`src/rtl/rgb_pwm_pkg.sv`:
```
// Shared types and constants for the RGB PWM crossfader.
// Channel indices map directly onto the bits of the sequencer colour code.
package rgb_pwm_pkg;

   typedef enum logic {
      IDLE   = 1'b0,
      FADING = 1'b1
   } fade_state_t;

   localparam int NUM_CH = 3;
   localparam int CH_R   = 2;
   localparam int CH_G   = 1;
   localparam int CH_B   = 0;

   localparam int DEF_PWM_BITS  = 8;
   localparam int DEF_PRESCALE  = 4;
   localparam int DEF_FADE_STEP = 16;

endpackage

```
`src/rtl/pwm_fade_channel.sv`:
```
// One colour channel: a level register that walks toward its target in
// saturating steps once per PWM period, plus the registered PWM comparator.
module pwm_fade_channel
   import rgb_pwm_pkg::*;
#(
   parameter int PWM_BITS  = DEF_PWM_BITS,
   parameter int FADE_STEP = DEF_FADE_STEP
) (
   input  logic                clk,
   input  logic                rst,
   input  logic                i_wrap,
   input  logic                i_enable,
   input  logic [PWM_BITS-1:0] i_tgt,
   input  logic [PWM_BITS-1:0] i_cnt,
   output logic [PWM_BITS-1:0] o_level,
   output logic                o_led
);

   localparam logic [PWM_BITS:0] STEP = (PWM_BITS+1)'(FADE_STEP);

   logic [PWM_BITS-1:0] r_level;
   logic                r_led;
   logic [PWM_BITS-1:0] w_next;
   logic [PWM_BITS:0]   w_lvl_ext;
   logic [PWM_BITS:0]   w_tgt_ext;
   logic [PWM_BITS:0]   w_up;
   logic [PWM_BITS:0]   w_lo_lim;

   // One extra bit keeps both the up-step and the down-step limit free of wrap-around.
   assign w_lvl_ext = {1'b0, r_level};
   assign w_tgt_ext = {1'b0, i_tgt};
   assign w_up      = w_lvl_ext + STEP;
   assign w_lo_lim  = w_tgt_ext + STEP;

   // Saturating step toward target; level-STEP < tgt is tested as level < tgt+STEP.
   always_comb begin
      w_next = r_level;
      if (r_level < i_tgt) begin
         if (w_up > w_tgt_ext) w_next = i_tgt;
         else                  w_next = w_up[PWM_BITS-1:0];
      end else if (r_level > i_tgt) begin
         if (w_lvl_ext < w_lo_lim) w_next = i_tgt;
         else                      w_next = r_level - STEP[PWM_BITS-1:0];
      end else begin
         w_next = r_level;
      end
   end

   // Level register updated at the period boundary; PWM pin registered every cycle.
   always_ff @(posedge clk) begin
      if (rst) begin
         r_level <= {PWM_BITS{1'b0}};
         r_led   <= 1'b0;
      end else begin
         if (i_wrap) r_level <= w_next;
         r_led <= i_enable && (i_cnt < r_level);
      end
   end

   assign o_level = r_level;
   assign o_led   = r_led;

endmodule

```
`src/rtl/rgb_pwm_fader.sv`:
```
// RGB LED driver: per-channel PWM with linear crossfades between colour codes,
// global brightness and an output enable that leaves the fade engine running.
module rgb_pwm_fader
   import rgb_pwm_pkg::*;
#(
   parameter int PWM_BITS  = DEF_PWM_BITS,
   parameter int PRESCALE  = DEF_PRESCALE,
   parameter int FADE_STEP = DEF_FADE_STEP
) (
   input  logic                clk,
   input  logic                rst,
   input  logic [2:0]          colour,
   input  logic [PWM_BITS-1:0] brightness,
   input  logic                enable,
   output logic                led_r,
   output logic                led_g,
   output logic                led_b,
   output logic                busy
);

   localparam int               PSC_W    = (PRESCALE > 1) ? $clog2(PRESCALE) : 1;
   localparam logic [PSC_W-1:0] PSC_LAST = PSC_W'(PRESCALE - 1);

   logic [PSC_W-1:0]    r_presc;
   logic [PWM_BITS-1:0] r_cnt;
   fade_state_t         r_state;
   fade_state_t         w_state_next;
   logic                w_tick;
   logic                w_wrap;
   logic                w_mismatch;
   logic [NUM_CH-1:0]   w_diff;
   logic [NUM_CH-1:0]   w_led;
   logic [PWM_BITS-1:0] w_tgt   [NUM_CH];
   logic [PWM_BITS-1:0] w_level [NUM_CH];

   assign w_tick = (r_presc == PSC_LAST);
   assign w_wrap = w_tick && (r_cnt == {PWM_BITS{1'b1}});

   // Prescaler divides clk down to the PWM tick rate.
   always_ff @(posedge clk) begin
      if (rst)         r_presc <= {PSC_W{1'b0}};
      else if (w_tick) r_presc <= {PSC_W{1'b0}};
      else             r_presc <= r_presc + PSC_W'(1);
   end

   // PWM phase counter, free-running modulo 2^PWM_BITS.
   always_ff @(posedge clk) begin
      if (rst)         r_cnt <= {PWM_BITS{1'b0}};
      else if (w_tick) r_cnt <= r_cnt + PWM_BITS'(1);
   end

   for (genvar i = 0; i < NUM_CH; i++) begin : g_ch
      assign w_tgt[i]  = colour[i] ? brightness : {PWM_BITS{1'b0}};
      assign w_diff[i] = (w_level[i] != w_tgt[i]);

      pwm_fade_channel #(
         .PWM_BITS  (PWM_BITS),
         .FADE_STEP (FADE_STEP)
      ) u_chan (
         .clk      (clk),
         .rst      (rst),
         .i_wrap   (w_wrap),
         .i_enable (enable),
         .i_tgt    (w_tgt[i]),
         .i_cnt    (r_cnt),
         .o_level  (w_level[i]),
         .o_led    (w_led[i])
      );
   end

   assign w_mismatch = |w_diff;

   // Fade state register.
   always_ff @(posedge clk) begin
      if (rst) r_state <= IDLE;
      else     r_state <= w_state_next;
   end

   // Busy whenever any channel has not yet reached its target.
   always_comb begin
      w_state_next = r_state;
      case (r_state)
         IDLE: begin
            if (w_mismatch) w_state_next = FADING;
            else            w_state_next = IDLE;
         end
         FADING: begin
            if (w_mismatch) w_state_next = FADING;
            else            w_state_next = IDLE;
         end
         default: w_state_next = IDLE;
      endcase
   end

   assign busy  = (r_state == FADING);
   assign led_r = w_led[CH_R];
   assign led_g = w_led[CH_G];
   assign led_b = w_led[CH_B];

endmodule

```
`config.mk`:
```
export PLATFORM = sky130hd
export DESIGN_NAME = rgb_pwm_fader
export DESIGN_NICKNAME = d
export VERILOG_FILES = /design/src/rtl/rgb_pwm_pkg.sv /design/src/rtl/pwm_fade_channel.sv /design/src/rtl/rgb_pwm_fader.sv
export SDC_FILE = /design/constraint.sdc
export NUM_CORES = 1
export LEC_CHECK = 0
export CAP_MARGIN = 25
export CORE_ASPECT_RATIO = 1.4
export CORE_MARGIN = 1.5
export CORE_UTILIZATION = 24
export DETAILED_ROUTE_END_ITERATION = 7
export PLACE_DENSITY = 0.39
export SETUP_SLACK_MARGIN = 0.02
export SLEW_MARGIN = 20
export SYNTH_ARGS = -nofsm -noshare
export SYNTH_HDL_FRONTEND = slang
export SYNTH_SLANG_ARGS = --single-unit
export TNS_END_PERCENT = 10
```
`constraint.sdc`:
```
create_clock -name clk -period 4.6 [get_ports clk]
set_clock_uncertainty 0.05 [all_clocks]
set_input_delay 0.69 -clock clk [delete_from_list [all_inputs] [get_ports clk]]
set_output_delay 0.69 -clock clk [all_outputs]
set_load 0.02 [all_outputs]
```
Yosys cells after proc, flatten, opt, wreduce, memory -nomap -nowiden
Index checks and enable logic that the tools add are counted.

Register bits: 38. Word-level logic and storage cells: 68.

Add/subtract/negate cells: 11. Order comparisons: 15. Equal/unequal tests: 5. Mux-type cells: 16. Reduce and logical (&&, ||, !) cells: 12.

Operators by type and width (number): $mux 8 (15); $add 8x5->9 const B (6); $lt 8x8->1 (6); $gt 9x8->1 (3); $lt 8x9->1 (3); $gt 8x8->1 (3); $ne 8x8->1 (3); $sub 8x5->8 const B (3); $add 8x1->8 const B (1); $eq 8x8->1 const B (1); $reduce_and 2->1 (3); $reduce_bool 2->1 (3); $logic_and 1x1->1 (4); $reduce_or 3->1 (1); $add 2x1->2 const B (1); $eq 2x2->1 const B (1); $reduce_or 2->1 (1); $mux 1 (1).

Logic depth before layout (Yosys ltp)
Depth after elaboration: 6. Mapped depth: 12. Mapped depth without buffers: 11.

Cells and area by module
A second synthesis with hierarchy kept.

Cells, all modules: 575. Area total of the unflattened synthesis: 4780.8 um^2.

Modules (own cells, without submodules): pwm_fade_channel at g_ch[0].u_chan ... (times used 2, cells an instance 141, area an instance 1228.7 um^2, sequential area each 180.2 um^2); pwm_fade_channel at g_ch[2].u_chan (times used 1, cells an instance 141, area an instance 1184.9 um^2, sequential area each 180.2 um^2); rgb_pwm_fader (times used 1, cells an instance 152, area an instance 1138.6 um^2, sequential area each 220.2 um^2).

Least setup slack after synthesis
No wires, ideal clock.

Path kind: in2reg. Start: input port colour[1]. End: register g_ch[1].u_chan.r_level[0]. Library setup time: 0.087 ns. Arrival time: 3.090 ns. Setup slack: 1.373 ns. Stages on the path: 11. Buffers on the path: 2. Path through: clkbuf_1 > nand2_1 > ha_1 > nor2b_1 > o211ai_1 > nand2_1 > a2111o_1 > buf_2 > mux2i_1 > or4b_2 > o31ai_1.

Longest elaborated chain between the ends: 6.

Ends and longest elaborated chain: start: declaration (RTL line rgb_pwm_fader.sv:12) `input logic [2:0] colour,`; $mux 8 * (RTL line rgb_pwm_fader.sv:53) `assign w_tgt[i] = colour[i] ? brightness : {PWM_BITS{1'b0}};`; $add 8x5->9 (RTL line pwm_fade_channel.sv:33) `assign w_lo_lim = w_tgt_ext + STEP;`; $lt 8x9->1 (RTL line pwm_fade_channel.sv:42) `if (w_lvl_ext < w_lo_lim) w_next = i_tgt;`; $mux 8 (RTL line pwm_fade_channel.sv:42); $mux 8 (RTL line pwm_fade_channel.sv:41) `end else if (r_level > i_tgt) begin`; $mux 8 (RTL line pwm_fade_channel.sv:38) `if (r_level < i_tgt) begin`; end signal: assignment (RTL line pwm_fade_channel.sv:52) `r_level <= {PWM_BITS{1'b0}};`; end signal: assignment (RTL line pwm_fade_channel.sv:55) `if (i_wrap) r_level <= w_next;`; end: declaration (RTL line pwm_fade_channel.sv:21) `logic [PWM_BITS-1:0] r_level;`.

Every way passes the cells marked *; elsewhere a longest branch is shown, timed or not. The select of a mux whose other input is x is not followed. A chain may end at the register's enable or synchronous reset.

Final worst setup path
Same ends and word-level chain as after synthesis.

==> metrics.txt <==
worst reg2reg endpoint=g_ch[1].u_chan.o_level[0]$_SDFFE_PP0P_; largest net degree at the start of global routing=39; cell depth of the worst hold path=1; share of async-settable or async-resettable flops after synthesis=0; clock network latency to the later pin of the worst-skew pair=between 0.2 and 0.3 ns; relative area change from synthesis to final layout=14.75%; hold path startpoint=r_presc[0]$_SDFF_PP0_; category of the most critical setup path=input port to flip-flop; VDD IR-drop max=between 100 and 150 uV; r2r worst-path depth=10; Post-Syn Nets=roughly 580; library cell used as clock root buffer=clkbuf_16; overall global routing resource usage=0.1473; Pwr Density=about 210 nW/um2; number of clock buffers inserted by TritonCTS=5; HPWL after DPL=between 9000 and 10,000 um; post-DR vias/cell=slightly above 5; weighted congestion at the end of routability-driven global placement=roughly 0.8; instance count of the mapped netlist=a little under 500; level count of the clock H-tree=2; 1st-iter DRT viols=120; clock-pin slew on the worst setup and hold paths=around 0.06 ns; critical path peak fanout=14; launch point of the worst reg-to-reg path=g_ch[1].u_chan.o_level[4]$_SDFFE_PP0P_; max-slew headroom at the worst pin=0.6350; required time at the endpoint of the critical path=4.75 ns; max-capacitance violation count=0; quantity of I/O buffers inserted on ports=17; number of global-route vias before repair=approximately 3,600; Setup WS post-layout=between 0.8 and 0.9 ns; final net count=approximately 590; pre-CTS WS=about 0.57 ns; number of I/O pins=18; leakage power total=between 1.5 and 2 nW; global-route wire length before repair=approximately 20,000 um; path type of the worst min-delay path=flip-flop to flip-flop; warning count from the yosys run=0; number of distinct library cells after synthesis=60; most common cell after layout, fill and taps aside=ha_1; Register-to-Register Setup Slack=around 1.5 ns; launching instance or port of the critical path=colour[1]; Die Outline Area=about 17,000 um2; most used cells in the layout excluding fill and tap cells=74 x ha_1, 39 x nand2_1, 38 x dfxtp_1; detailed-route via count=around 3,600; Avg Cell Area, Syn=~8 um2; pins over their slew limit=0; part of the Yosys area used for sequential elements=0.1928; placed insts=around 690; final sum of negative setup slack=0 ns; die width=between 100 and 150 um; Setup crit end kind=flip-flop; post-route clock period utilization=0.8070; most frequently used flop master after synthesis=dfxtp_1; number of antenna violations at the first check in global routing=0; end of the worst hold path=r_presc[0]$_SDFF_PP0_; CTS sink cnt=38; CTS Hold Buffers Added=0; post-place instance area=4333 um2; setup repair bufs after CTS=0; Critical Path AT=~3.9 ns; flip-flop and latch count after synthesis=38; transition at the pin with the smallest max-transition slack=roughly 0.55 ns; number of inserted diodes=0; global route overflow=0; Routed Antenna Nets=0; highest attainable clock frequency=roughly 0.27 GHz; RSZ-0062 raised after global routing=false; number of endpoints with negative hold slack in the final report=0; mean routed wirelength per cell=17.76 um; CTS tree=done; PnR Total Power=between 0.9 and 1 mW; starting density of the core=0.2450; status=finished, final reports clean; number of enable flip-flop cells after synthesis=0; final wirelength=12,450 um; Synth Cell Area=slightly below 4000 um2; CTS Buffer Depth=2; height of the chip=about 150 um; final instance area=4527 um2; fraction of layout cells with a size suffix above 1=0.04980; Pre-Repair DR Iteration Count=4; launching element type of the critical path=input port; DRC violations left=0; number of endpoints failing setup at the final stage=0; core footprint=between 15,000 and 20,000 um2; final cell count without fillers=701; post-cts resize count=0; post-layout minimum cycle time=between 3 and 4 ns; num rows=55
power breakdown:
part / internal (mW) / leakage [nW] / switching [mW]
clock network: 0.312 / 0.0940 / 0.150
logic: 0.0666 / 1.46 / 0.104
registers: 0.333 / 0.307 / 0.00286
worst max-delay path, stage by stage:
cell and delay [ns]:
clkdlybuf4s50_1 0.79, nand2_1 0.26, ha_1 0.27, a31oi_1 0.28
nor2_1 0.12, a2111o_1 0.51, mux2i_1 0.21, or4b_2 0.65
o31ai_1 0.08
layer usage:
| layer | global-route usage | share of wire |
|---|---|---|
| met1 | 0.1781 | 0.45 |
| met4 | 0.05244 | 0.023 |
| met3 | 0.01332 | 0.020 |
| met2 | 0.2702 | 0.51 |
| met5 | 0 | 0 |
area by class of cell:
| type | count | area [um2] |
|---|---|---|
| repair buffers | 24 | 222.7 |
| well taps | 199 | 249.0 |
| fillers | 1771 | 11580 |
| multi-input cells | 402 | 2988 |
| clock inverters | 3 | 68.82 |
| flip-flops and latches | 38 | 760.7 |
| inverters | 30 | 112.6 |
| clock buffers | 5 | 125.1 |
synthesized netlist by cell type, types with 2 or more instances:
master / instances / area [um2]
a32o_1: 3 / 30.03
nand2_1: 39 / 146.4
o211ai_1: 3 / 22.52
a21oi_1: 23 / 115.1
nor2b_1: 7 / 43.79
a32oi_1: 2 / 17.52
nand2b_1: 5 / 31.28
nand3b_1: 4 / 30.03
o21bai_1: 3 / 22.52
mux2i_1: 5 / 50.05
nor4_1: 4 / 25.02
xor2_1: 8 / 70.07
nor2_1: 34 / 127.6
or2_2: 5 / 31.28
a211o_1: 2 / 17.52
and3_1: 4 / 25.02
a21boi_0: 2 / 15.01
a31oi_1: 11 / 68.82
buf_2: 4 / 20.02
nand3_1: 22 / 110.1
nor3_1: 11 / 55.05
o21a_1: 3 / 22.52
o2111ai_1: 2 / 17.52
clkbuf_1: 14 / 52.55
dfxtp_1: 38 / 760.7
o22a_1: 2 / 17.52
a21o_1: 22 / 165.2
xnor2_1: 16 / 140.1
o22ai_1: 2 / 12.51
o31ai_1: 12 / 90.09
o32ai_1: 4 / 35.03
or4_1: 9 / 67.56
inv_1: 30 / 112.6
and2_1: 5 / 31.28
o2bb2ai_1: 2 / 17.52
a211oi_1: 5 / 37.54
o21ai_0: 16 / 80.08
nand4_1: 11 / 68.82
ha_1: 74 / 925.9
how the worst max path moves through the flow:
stage                                                   to  slack [ns]
floorplan           g_ch[1].u_chan.o_level[0]$_SDFFE_PP0P_        1.37
global placement    g_ch[1].u_chan.o_level[0]$_SDFFE_PP0P_        0.61
detailed placement  g_ch[1].u_chan.o_level[0]$_SDFFE_PP0P_        0.57
CTS                 g_ch[1].u_chan.o_level[0]$_SDFFE_PP0P_        0.88
global route        g_ch[1].u_chan.o_level[0]$_SDFFE_PP0P_        0.63
finish              g_ch[1].u_chan.o_level[0]$_SDFFE_PP0P_        0.89
stage by stage:
step,util,hold WS [ns]
finish,0.2811,0.3834
global route,0.2811,0.4186
CTS,0.2811,0.3868
detailed placement,0.2691,0.3769
global placement,0.2691,0.3643
floorplan,-,0.3543
flip-flops by register name (all words and copies together), names as in the netlist:
name                 cells
r_cnt                    8
g_ch.u_chan.o_level     24
busy                     1
g_ch.u_chan.o_led        3
r_presc                  2
cell families after synthesis:
logic type,Yosys count,synth area share
simple gates,165,0.2115
compound gates,133,0.2423
fa+ha+maj,74,0.2347
buf+inv,49,0.04979
flops,38,0.1928
xor+xnor,24,0.05328
mux,6,0.01554
Note: power is estimated with default switching activity, not from simulation.
